**config.mk**
```make
export PLATFORM = sky130hd
export DESIGN_NAME = uart_xcvr_flat
export DESIGN_NICKNAME = d
export VERILOG_FILES = /design/src/rtl/uart_xcvr_if.sv /design/src/rtl/uart_xcvr.sv /design/src/flat_wrapper.sv
export SDC_FILE = /design/constraint.sdc
export NUM_CORES = 1
export LEC_CHECK = 0
export CAP_MARGIN = 20
export CORE_ASPECT_RATIO = 0.8
export CORE_MARGIN = 8
export CORE_UTILIZATION = 46
export DETAILED_ROUTE_END_ITERATION = 10
export DONT_BUFFER_PORTS = 1
export PLACE_DENSITY = 0.61
export SLEW_MARGIN = 20
export SYNTH_ARGS = -nofsm -noshare
export SYNTH_HDL_FRONTEND = slang
export SYNTH_SLANG_ARGS = --single-unit
```
**constraint.sdc**
```tcl
create_clock -name clk -period 5.65 [get_ports clk]
set_input_delay 1.13 -clock clk [delete_from_list [all_inputs] [get_ports clk]]
set_output_delay 1.13 -clock clk [all_outputs]
set_load 0.05 [all_outputs]
```
**src/rtl/uart_xcvr_if.sv**
```systemverilog
// Parallel-side and serial-line signals of the uart_xcvr transceiver.
interface uart_xcvr_if;
  logic [7:0] baudrate_cfg;
  logic       rx;
  logic       tx;
  logic       tx_valid;
  logic [7:0] tx_data;
  logic       tx_busy;
  logic       rx_valid;
  logic [7:0] rx_data;

  modport master (
    output baudrate_cfg, rx, tx_valid, tx_data,
    input  tx, tx_busy, rx_valid, rx_data
  );

  modport slave (
    input  baudrate_cfg, rx, tx_valid, tx_data,
    output tx, tx_busy, rx_valid, rx_data
  );
endinterface

```
**src/rtl/uart_xcvr.sv**
```systemverilog
// Full-duplex 8N1 UART with programmable baud divider and OVS-times oversampling.
// Define UART_PARITY_EN for 8E1 frames (even parity after bit 7, checked on RX).
module uart_xcvr #(
  parameter int OVS = 16
) (
  input  logic        clk,
  input  logic        rstb,
  uart_xcvr_if.slave  bus
);

  localparam int PW = $clog2(OVS);
  localparam logic [PW-1:0] PH_ZERO = PW'(0);
  localparam logic [PW-1:0] PH_ONE  = PW'(1);
  localparam logic [PW-1:0] PH_LAST = PW'(OVS - 1);
  localparam logic [PW-1:0] PH_MID  = PW'(OVS / 2 - 1);

`ifdef UART_PARITY_EN
  function automatic logic even_parity(input logic [7:0] d);
    return ^d;
  endfunction
`endif

  typedef enum logic [2:0] {
    TX_IDLE, TX_WAIT, TX_START, TX_DATA, TX_PAR, TX_STOP
  } tx_state_t;

  typedef enum logic [2:0] {
    RX_IDLE, RX_START, RX_DATA, RX_PAR, RX_STOP, RX_FERR
  } rx_state_t;

  logic [7:0]    r_div_cnt;
  logic          w_tick;

  tx_state_t     r_tx_state;
  logic [PW-1:0] r_tx_ph;
  logic [2:0]    r_tx_bit;
  logic [2:0]    w_tx_bit_nxt;
  logic [7:0]    r_tx_data;
  logic          r_tx;
  logic          r_tx_busy;

  rx_state_t     r_rx_state;
  logic [PW-1:0] r_rx_ph;
  logic [2:0]    r_rx_bit;
  logic [7:0]    r_rx_shift;
  logic          r_rx_meta;
  logic          r_rx_sync;
  logic [7:0]    r_rx_data;
  logic          r_rx_valid;
`ifdef UART_PARITY_EN
  logic          r_rx_par_ok;
`endif

  // Compare with >= so a cfg lowered below the current count wraps at once.
  assign w_tick       = (r_div_cnt >= bus.baudrate_cfg);
  assign w_tx_bit_nxt = r_tx_bit + 3'd1;

  // Shared oversample tick divider.
  always_ff @(posedge clk or posedge rstb) begin
    if (rstb) begin
      r_div_cnt <= 8'd0;
    end else if (w_tick) begin
      r_div_cnt <= 8'd0;
    end else begin
      r_div_cnt <= r_div_cnt + 8'd1;
    end
  end

  // Transmit FSM; TX_WAIT aligns the start bit to the next tick after accept.
  always_ff @(posedge clk or posedge rstb) begin
    if (rstb) begin
      r_tx_state <= TX_IDLE;
      r_tx_ph    <= PH_ZERO;
      r_tx_bit   <= 3'd0;
      r_tx_data  <= 8'd0;
      r_tx       <= 1'b1;
      r_tx_busy  <= 1'b0;
    end else begin
      case (r_tx_state)
        TX_IDLE: begin
          if (bus.tx_valid) begin
            r_tx_data  <= bus.tx_data;
            r_tx_busy  <= 1'b1;
            r_tx_state <= TX_WAIT;
          end
        end
        TX_WAIT: begin
          if (w_tick) begin
            r_tx       <= 1'b0;
            r_tx_ph    <= PH_ZERO;
            r_tx_state <= TX_START;
          end
        end
        TX_START: begin
          if (w_tick) begin
            if (r_tx_ph == PH_LAST) begin
              r_tx_ph    <= PH_ZERO;
              r_tx_bit   <= 3'd0;
              r_tx       <= r_tx_data[0];
              r_tx_state <= TX_DATA;
            end else begin
              r_tx_ph <= r_tx_ph + PH_ONE;
            end
          end
        end
        TX_DATA: begin
          if (w_tick) begin
            if (r_tx_ph == PH_LAST) begin
              r_tx_ph <= PH_ZERO;
              if (r_tx_bit == 3'd7) begin
`ifdef UART_PARITY_EN
                r_tx       <= even_parity(r_tx_data);
                r_tx_state <= TX_PAR;
`else
                r_tx       <= 1'b1;
                r_tx_state <= TX_STOP;
`endif
              end else begin
                r_tx_bit <= w_tx_bit_nxt;
                r_tx     <= r_tx_data[w_tx_bit_nxt];
              end
            end else begin
              r_tx_ph <= r_tx_ph + PH_ONE;
            end
          end
        end
`ifdef UART_PARITY_EN
        TX_PAR: begin
          if (w_tick) begin
            if (r_tx_ph == PH_LAST) begin
              r_tx_ph    <= PH_ZERO;
              r_tx       <= 1'b1;
              r_tx_state <= TX_STOP;
            end else begin
              r_tx_ph <= r_tx_ph + PH_ONE;
            end
          end
        end
`endif
        TX_STOP: begin
          if (w_tick) begin
            if (r_tx_ph == PH_LAST) begin
              r_tx_ph    <= PH_ZERO;
              r_tx_busy  <= 1'b0;
              r_tx_state <= TX_IDLE;
            end else begin
              r_tx_ph <= r_tx_ph + PH_ONE;
            end
          end
        end
        default: begin
          r_tx       <= 1'b1;
          r_tx_busy  <= 1'b0;
          r_tx_state <= TX_IDLE;
        end
      endcase
    end
  end

  // Two-flop synchronizer for the asynchronous serial input, preset to idle.
  always_ff @(posedge clk or posedge rstb) begin
    if (rstb) begin
      r_rx_meta <= 1'b1;
      r_rx_sync <= 1'b1;
    end else begin
      r_rx_meta <= bus.rx;
      r_rx_sync <= r_rx_meta;
    end
  end

  // Receive FSM; START samples half a bit in so later samples land mid-bit.
  always_ff @(posedge clk or posedge rstb) begin
    if (rstb) begin
      r_rx_state <= RX_IDLE;
      r_rx_ph    <= PH_ZERO;
      r_rx_bit   <= 3'd0;
      r_rx_shift <= 8'd0;
      r_rx_data  <= 8'd0;
      r_rx_valid <= 1'b0;
`ifdef UART_PARITY_EN
      r_rx_par_ok <= 1'b0;
`endif
    end else begin
      r_rx_valid <= 1'b0;
      case (r_rx_state)
        RX_IDLE: begin
          if (!r_rx_sync) begin
            r_rx_ph    <= PH_ZERO;
            r_rx_state <= RX_START;
          end
        end
        RX_START: begin
          if (w_tick) begin
            if (r_rx_ph == PH_MID) begin
              r_rx_ph    <= PH_ZERO;
              r_rx_bit   <= 3'd0;
              r_rx_state <= r_rx_sync ? RX_IDLE : RX_DATA;
            end else begin
              r_rx_ph <= r_rx_ph + PH_ONE;
            end
          end
        end
        RX_DATA: begin
          if (w_tick) begin
            if (r_rx_ph == PH_LAST) begin
              r_rx_ph    <= PH_ZERO;
              r_rx_shift <= {r_rx_sync, r_rx_shift[7:1]};
              if (r_rx_bit == 3'd7) begin
`ifdef UART_PARITY_EN
                r_rx_state <= RX_PAR;
`else
                r_rx_state <= RX_STOP;
`endif
              end else begin
                r_rx_bit <= r_rx_bit + 3'd1;
              end
            end else begin
              r_rx_ph <= r_rx_ph + PH_ONE;
            end
          end
        end
`ifdef UART_PARITY_EN
        RX_PAR: begin
          if (w_tick) begin
            if (r_rx_ph == PH_LAST) begin
              r_rx_ph     <= PH_ZERO;
              r_rx_par_ok <= (r_rx_sync == even_parity(r_rx_shift));
              r_rx_state  <= RX_STOP;
            end else begin
              r_rx_ph <= r_rx_ph + PH_ONE;
            end
          end
        end
`endif
        RX_STOP: begin
          if (w_tick) begin
            if (r_rx_ph == PH_LAST) begin
              r_rx_ph <= PH_ZERO;
              if (r_rx_sync) begin
`ifdef UART_PARITY_EN
                if (r_rx_par_ok) begin
                  r_rx_data  <= r_rx_shift;
                  r_rx_valid <= 1'b1;
                end
`else
                r_rx_data  <= r_rx_shift;
                r_rx_valid <= 1'b1;
`endif
                r_rx_state <= RX_IDLE;
              end else begin
                r_rx_state <= RX_FERR;
              end
            end else begin
              r_rx_ph <= r_rx_ph + PH_ONE;
            end
          end
        end
        RX_FERR: begin
          if (r_rx_sync) begin
            r_rx_state <= RX_IDLE;
          end
        end
        default: begin
          r_rx_state <= RX_IDLE;
        end
      endcase
    end
  end

  assign bus.tx       = r_tx;
  assign bus.tx_busy  = r_tx_busy;
  assign bus.rx_valid = r_rx_valid;
  assign bus.rx_data  = r_rx_data;

endmodule

```
**src/flat_wrapper.sv**
```systemverilog
// flat-port wrapper written by rule: the top's interface ports become plain ports
module uart_xcvr_flat 
#(
  parameter int OVS = 16
)
  (clk, rstb, bus_baudrate_cfg, bus_rx, bus_tx_valid, bus_tx_data, bus_tx, bus_tx_busy, bus_rx_valid, bus_rx_data);
  uart_xcvr_if bus_i ();
  input  logic clk;
  input  logic rstb;
  input wire logic [$bits(bus_i.baudrate_cfg)-1:0] bus_baudrate_cfg;
  input wire logic [$bits(bus_i.rx)-1:0] bus_rx;
  input wire logic [$bits(bus_i.tx_valid)-1:0] bus_tx_valid;
  input wire logic [$bits(bus_i.tx_data)-1:0] bus_tx_data;
  output wire logic [$bits(bus_i.tx)-1:0] bus_tx;
  output wire logic [$bits(bus_i.tx_busy)-1:0] bus_tx_busy;
  output wire logic [$bits(bus_i.rx_valid)-1:0] bus_rx_valid;
  output wire logic [$bits(bus_i.rx_data)-1:0] bus_rx_data;
  assign bus_i.baudrate_cfg = bus_baudrate_cfg;
  assign bus_i.rx = bus_rx;
  assign bus_i.tx_valid = bus_tx_valid;
  assign bus_i.tx_data = bus_tx_data;
  assign bus_tx = bus_i.tx;
  assign bus_tx_busy = bus_i.tx_busy;
  assign bus_rx_valid = bus_i.rx_valid;
  assign bus_rx_data = bus_i.rx_data;
  uart_xcvr #(.OVS(OVS)) u_core (.clk(clk), .rstb(rstb), .bus(bus_i));
endmodule
```
==> impl_results.md, run 1 <==
* Die X at 106 um
* Cells after Synth at 282
* CORE AREA at 6340 sq um
* First-pass GRT wire length at 9.67 mm
* Placement Cell Area at 3070 sq um
* Syn Area/Cell at 10.6 sq um
* Reg2Reg Depth at 5
* CP max-delay cell: o31ai_2
* Final nets at 320
* Final hold vios at 0
* Wire per inst at 14.6 um
* I/O pins at 31
* Final Instance Area at 3340 sq um
* Initial DRC count at 123
* Syn-to-layout area delta at 11.4%
* Cts hold-fix bufs at 0
* CTS resizes at 0
* Yosys top cell by area: dfrtp_1
* VDD IR-drop max at 256 uV
* Crit-path cells: inv_1, ha_1, nand4_2, o31ai_2, nand4_1, mux2_2
* Worst Hold Path Cells at 0
* Reg clk slew, reported paths at 70 ps
* Syn. warnings at 0
* DP HPWL at 3.81 mm
* Tightest Pin Transition at 704 ps
* Antenna violations before repair at 0
* Fin. max-slew vios at 0
* Cell with the most instances after synthesis: dfrtp_1
* Power Density at 423 nW/um^2
* # H-tree levels at 3
* Post-synth ARST share at 1.00
* Post-Syn Nets at 317
* Largest net degree at the start of global routing at 58
* Worst path required time at 5870 ps
* Setup violations, final at 0
* Crit Path Max Fanout at 9
* ANT cells at 0
* Predominant post-synthesis flop cell: dfrtp_1
* CTS tree: yes
* Setup Skew at 8.01 ps
* Clk root buf: clkbuf_8
* Vias in the first global route at 2046
* Layout cells sized above 1 at 0.200
* Seq/Total Area, Yosys at 0.478
* Total track usage at 0.129
* Cell count along the critical path at 6
* DRC violations left at 0
* CP bufs+invs at 1
* Critical Path Source Type: primary input
* CP Capture Type: register
* Worst path top cell family by delay: simple AND/OR/NAND/NOR gates
* Pre-Repair DR Iteration Count at 4
* Yosys cell types at 56
* RSZ-0062 raised after global routing: no
* Max-cap violations at 0
* Row count at 26
* Setup repair bufs after CTS at 0
* I/O Buffers at 0
* Top post-synthesis cells by area: dfrtp_1 (45%), mux2_2 (9.0%), ha_1 (6.3%)
* Worst min-delay path class: register to register
* Setup TNS at 0 ps
* EDFF count, synth at 0
* Worst slew margin at 0.531
* GRT overflow at 0
* Die area at 9360 sq um
* Post-Place Cells at 358
* Height of the chip at 88.2 um
* Worst EP arrival at 3260 ps
* Vias at 2062
* Final core occ at 0.526
* Placer Congestion at 0.787
* Total CTS buffers at 9
* Via density at 5.51
* Clk_lat worst skew at 330 ps
* Final worst-path cycle share at 0.538
* Mapped cell area at 2990 sq um
* CP max stage delay at 660 ps
* CTS Sinks at 57
* Starting density of the core at 0.472
* Top post-synthesis cells by count: dfrtp_1 (54), nor2_1 (25), mux2_2 (24)
* WHS at 357 ps
* Routed wire length at 5.48 mm
* Classification of the worst setup path: primary input to register
* Post-synth top area share at 0.451
* Max frequency at 0.329 GHz
* Min cycle time layout at 3040 ps
* Flops & latches, synth at 57
* P_leak at 0.00155 uW
* CTS Buffer Depth at 2
* Status: completed
* Post-Layout Cell Count at 374
* Final ANT Viol Nets at 0
-- worst paths after layout --
path	slack [ps]	end	start
setup / recovery	2610	u_core.r_rx_shift[0]$_DFFE_PP0P_	bus_baudrate_cfg[5]
hold / removal	360	u_core.r_rx_sync$_DFF_PP1_	u_core.r_rx_meta$_DFF_PP1_
setup reg to reg	2990	u_core.r_rx_shift[0]$_DFFE_PP0P_	u_core.r_div_cnt[5]$_DFF_PP0_
hold reg to reg	360	u_core.r_rx_sync$_DFF_PP1_	u_core.r_rx_meta$_DFF_PP1_
max in group asynchronous	4300	u_core.r_div_cnt[0]$_DFF_PP0_	rstb
min in group asynchronous	890	u_core.r_tx_bit[1]$_DFFE_PP0P_	rstb
-- kinds of logic after synthesis --
logic type,after synthesis,share of synthesized area
simple gates,90,0.152
flops,57,0.478
compound gates,55,0.129
mux,31,0.122
buf+inv,27,0.0368
fa+ha+maj,15,0.0627
xor+xnor,7,0.0205
-- placed cells by master, fill, tap and decap left out, types with 4 or more instances in the layout --
| cell | netlist | routed |
|---|---|---|
| clkbuf_8 | 0 | 12 |
| nand4_1 | 4 | 4 |
| nand3_1 | 10 | 10 |
| mux2i_1 | 5 | 5 |
| dfrtp_1 | 54 | 54 |
| nand2_1 | 21 | 21 |
| a21oi_1 | 15 | 15 |
| ha_1 | 15 | 15 |
| nor2_1 | 25 | 25 |
| o21ai_0 | 8 | 8 |
| nand2b_1 | 5 | 5 |
| inv_1 | 17 | 16 |
| nor3_1 | 4 | 4 |
| mux2_2 | 24 | 24 |
| xor2_1 | 4 | 4 |
| and2_1 | 4 | 4 |
-- area by class of cell --
cell class	count	area, sq um
Clock inverter	4	97.6
Tap cell	84	105
Fill cell	567	3010
Sequential cell	57	1430
Inverter	17	63.8
Clock buffer	12	165
Timing Repair Buffer	2	15.0
Multi-Input combinational cell	198	1460
-- per-stage QoR --
stage                     setup WS, ps  total power (uW)
after floorplan                   2570               862
after global placement            2370               924
after detailed placement          2270               931
after CTS                         2640              1430
after global routing              2520              1510
final                             2610              1410
-- where the power goes --
part | total, uW | internal [uW] | switching [uW]
Combinational | 330 | 165 | 165
Sequential | 591 | 491 | 99.2
Clock | 491 | 329 | 162
Total | 1410 | 986 | 426
-- state kept, by name, summed over array words and instances (netlist names) --
register	count
u_core.r_rx_meta	1
u_core.r_rx_state	3
u_core.bus.tx_busy	1
u_core.r_rx_ph	4
u_core.r_tx_bit	3
u_core.r_div_cnt	8
u_core.r_rx_shift	8
u_core.bus.rx_valid	1
u_core.r_tx_ph	4
u_core.bus.rx_data	8
u_core.r_rx_sync	1
u_core.bus.tx	1
u_core.r_tx_state	3
u_core.r_tx_data	8
u_core.r_rx_bit	3
-- metal layers --
| layer | vias to the layer above | global-route usage | share of wire |
|---|---|---|---|
| met2 | 30 | 0.199 | 0.45 |
| met3 | 4 | 0.0574 | 0.058 |
| met4 | 0 | 0.0459 | 0.0069 |
| met5 | - | 0 | 0 |
| li1 | 1026 | - | - |
| met1 | 1002 | 0.158 | 0.48 |
Note: power is estimated with default switching activity, not from simulation.
==> inputs of run 2 (changes only) <==
Clock period 5.65 ns to 2.8 ns, I/O delays scaled along.
==> run 2 against run 1 <==
  * Cell count increased by 1.3%
  * Via count grew 0.87%
  * Global-route usage is 0.41 points higher
  * Die area unchanged
  * Power rose by 89%
  * Largest cell class unchanged
  * Clock skew rose by 2.3 ps
==> impl_results.md, run 2 (synthesized netlist as in run 1, its figures left out) <==
* Status: completed
* RSZ-0062 raised after global routing: no
* R2R Path Start: u_core.r_div_cnt[5]$_DFF_PP0_
* Worst min-delay path class: primary input to asynchronous set/reset pin
* Reg clk slew, reported paths at 70 ps
* Final worst-path cycle share at 0.866
* VDD IR-drop max at 417 uV
* Vias in the first global route at 2054
* Fin. max-slew vios at 0
* Min cycle time layout at 2420 ps
* Setup repair bufs after CTS at 0
* Setup TNS at 0 ps
* Crit-path cells: ha_1, nand4_2, o31ai_2, nand2_1, nor2_2, buf_4, mux2_2
* Commonest cells after routing, fill and taps aside: dfrtp_1 (54), nor2_1 (25), mux2_2 (24)
* FF-to-FF End: u_core.bus.rx_data[0]$_DFFE_PP0P_
* Final ANT Viol Nets at 0
* Worst EP arrival at 2640 ps
* Final core occ at 0.523
* First-pass GRT wire length at 9.83 mm
* Critical Path Source Type: register
* Final hold vios at 0
* CTS tree: yes
* Max-cap violations at 0
* CTS Sinks at 57
* Routed wire length at 5.61 mm
* CTS resizes at 0
* P_leak at 0.00154 uW
* Commonest non-fill, non-tap cell in the layout: dfrtp_1
* CP max stage delay at 630 ps
* Largest net degree at the start of global routing at 26
* Clk root buf: clkbuf_8
* Reg2Reg Depth at 7
* DP HPWL at 4.14 mm
* Antenna violations before repair at 0
* Die X at 106 um
* Pre-Repair DR Iteration Count at 4
* CP Capture Type: register
* Classification of the worst setup path: register to register
* Wire per inst at 14.8 um
* Syn-to-layout area delta at 10.8%
* Clk_lat worst skew at 340 ps
* Height of the chip at 88.2 um
* Worst slew margin at 0.566
* Starting density of the core at 0.472
* Worst path required time at 3020 ps
* Setup Skew at 10.3 ps
* Via density at 5.49
* # H-tree levels at 3
* CP max-delay cell: o31ai_2
* CP startpoint: u_core.r_div_cnt[5]$_DFF_PP0_
* ANT cells at 0
* Total CTS buffers at 9
* Final nets at 325
* Placer Congestion at 0.802
* Reg2reg setup slack at 380 ps
* Initial DRC count at 127
* Die area at 9360 sq um
* Row count at 26
* Cts hold-fix bufs at 0
* Setup violations, final at 0
* Power Density at 803 nW/um^2
* Vias at 2080
* Crit Path Max Fanout at 9
* I/O pins at 31
* Layout cells sized above 1 at 0.210
* DRC violations left at 0
* GRT overflow at 0
* I/O Buffers at 0
* CORE AREA at 6340 sq um
* Tightest Pin Transition at 648 ps
* Max frequency at 0.413 GHz
* CP Capture Point: u_core.bus.rx_data[0]$_DFFE_PP0P_
* Total track usage at 0.133
* CTS Buffer Depth at 2
run 2: cell types whose count changed in the layout (fill, tap and decap cells not counted), sizes merged:
cell | before | now
buf | 2 | 7
clkinv | 0 | 4
bufinv | 3 | 1
clkbuf | 12 | 11
clkinvlp | 1 | 0
run 2: layout make-up:
cell class	instances	area, sq um
clock buffers	11	141
repair buffers	7	52.6
inverters	17	63.8
multi-input cells	198	1460
clock inverters	5	65.1
well taps	84	105
flip-flops and latches	57	1430
fillers	558	3030
run 2: worst min path at each step:
stage                                           end  slack, ps  cells past startpoint
floorplan                u_core.r_rx_sync$_DFF_PP1_        350                      0
global placement         u_core.r_rx_sync$_DFF_PP1_        350                      0
detailed placement       u_core.r_rx_sync$_DFF_PP1_        350                      0
CTS                 u_core.r_tx_data[6]$_DFFE_PP0P_         40                      1
global route        u_core.r_tx_data[6]$_DFFE_PP0P_         60                      1
finish              u_core.r_tx_data[6]$_DFFE_PP0P_         50                      1
run 2: per-stage QoR:
| stage | total power, uW | hold WS [ps] | std cells | instance area, sq um | setup slack [ps] |
|---|---|---|---|---|---|
| floorplan | 1740 | 345 | 282 | 2990 | 295 |
| global placement | 1880 | 346 | 363 | 3110 | 289 |
| detailed placement | 1900 | 347 | 363 | 3110 | 233 |
| CTS | 2700 | 43.3 | 379 | 3320 | 378 |
| global route | 2870 | 61.5 | 379 | 3320 | 185 |
| finish | 2660 | 52.0 | 379 | 3320 | 376 |
run 2: power breakdown:
part           switching, uW  internal (uW)  leakage (uW)
Combinational            340            347      0.000729
Clock                    345            441      0.000104
Sequential               200            991      0.000712
Total                    884           1780       0.00154
run 2: metal layers:
layer / up-vias / global-route usage / wire length [um]
met5: - / 0 / 0
met4: 0 / 0.0459 / 46
met3: 7 / 0.0625 / 330
met2: 46 / 0.187 / 2430
met1: 991 / 0.176 / 2800
li1: 1036 / - / -
run 2: critical path, delay by kind of cell (launching register included):
family | cells | cell delay [ps]
fa+ha+maj | 1 | 320
mux | 1 | 340
buf+inv | 1 | 170
flops | 1 | 420
simple gates | 3 | 410
compound gates | 1 | 630
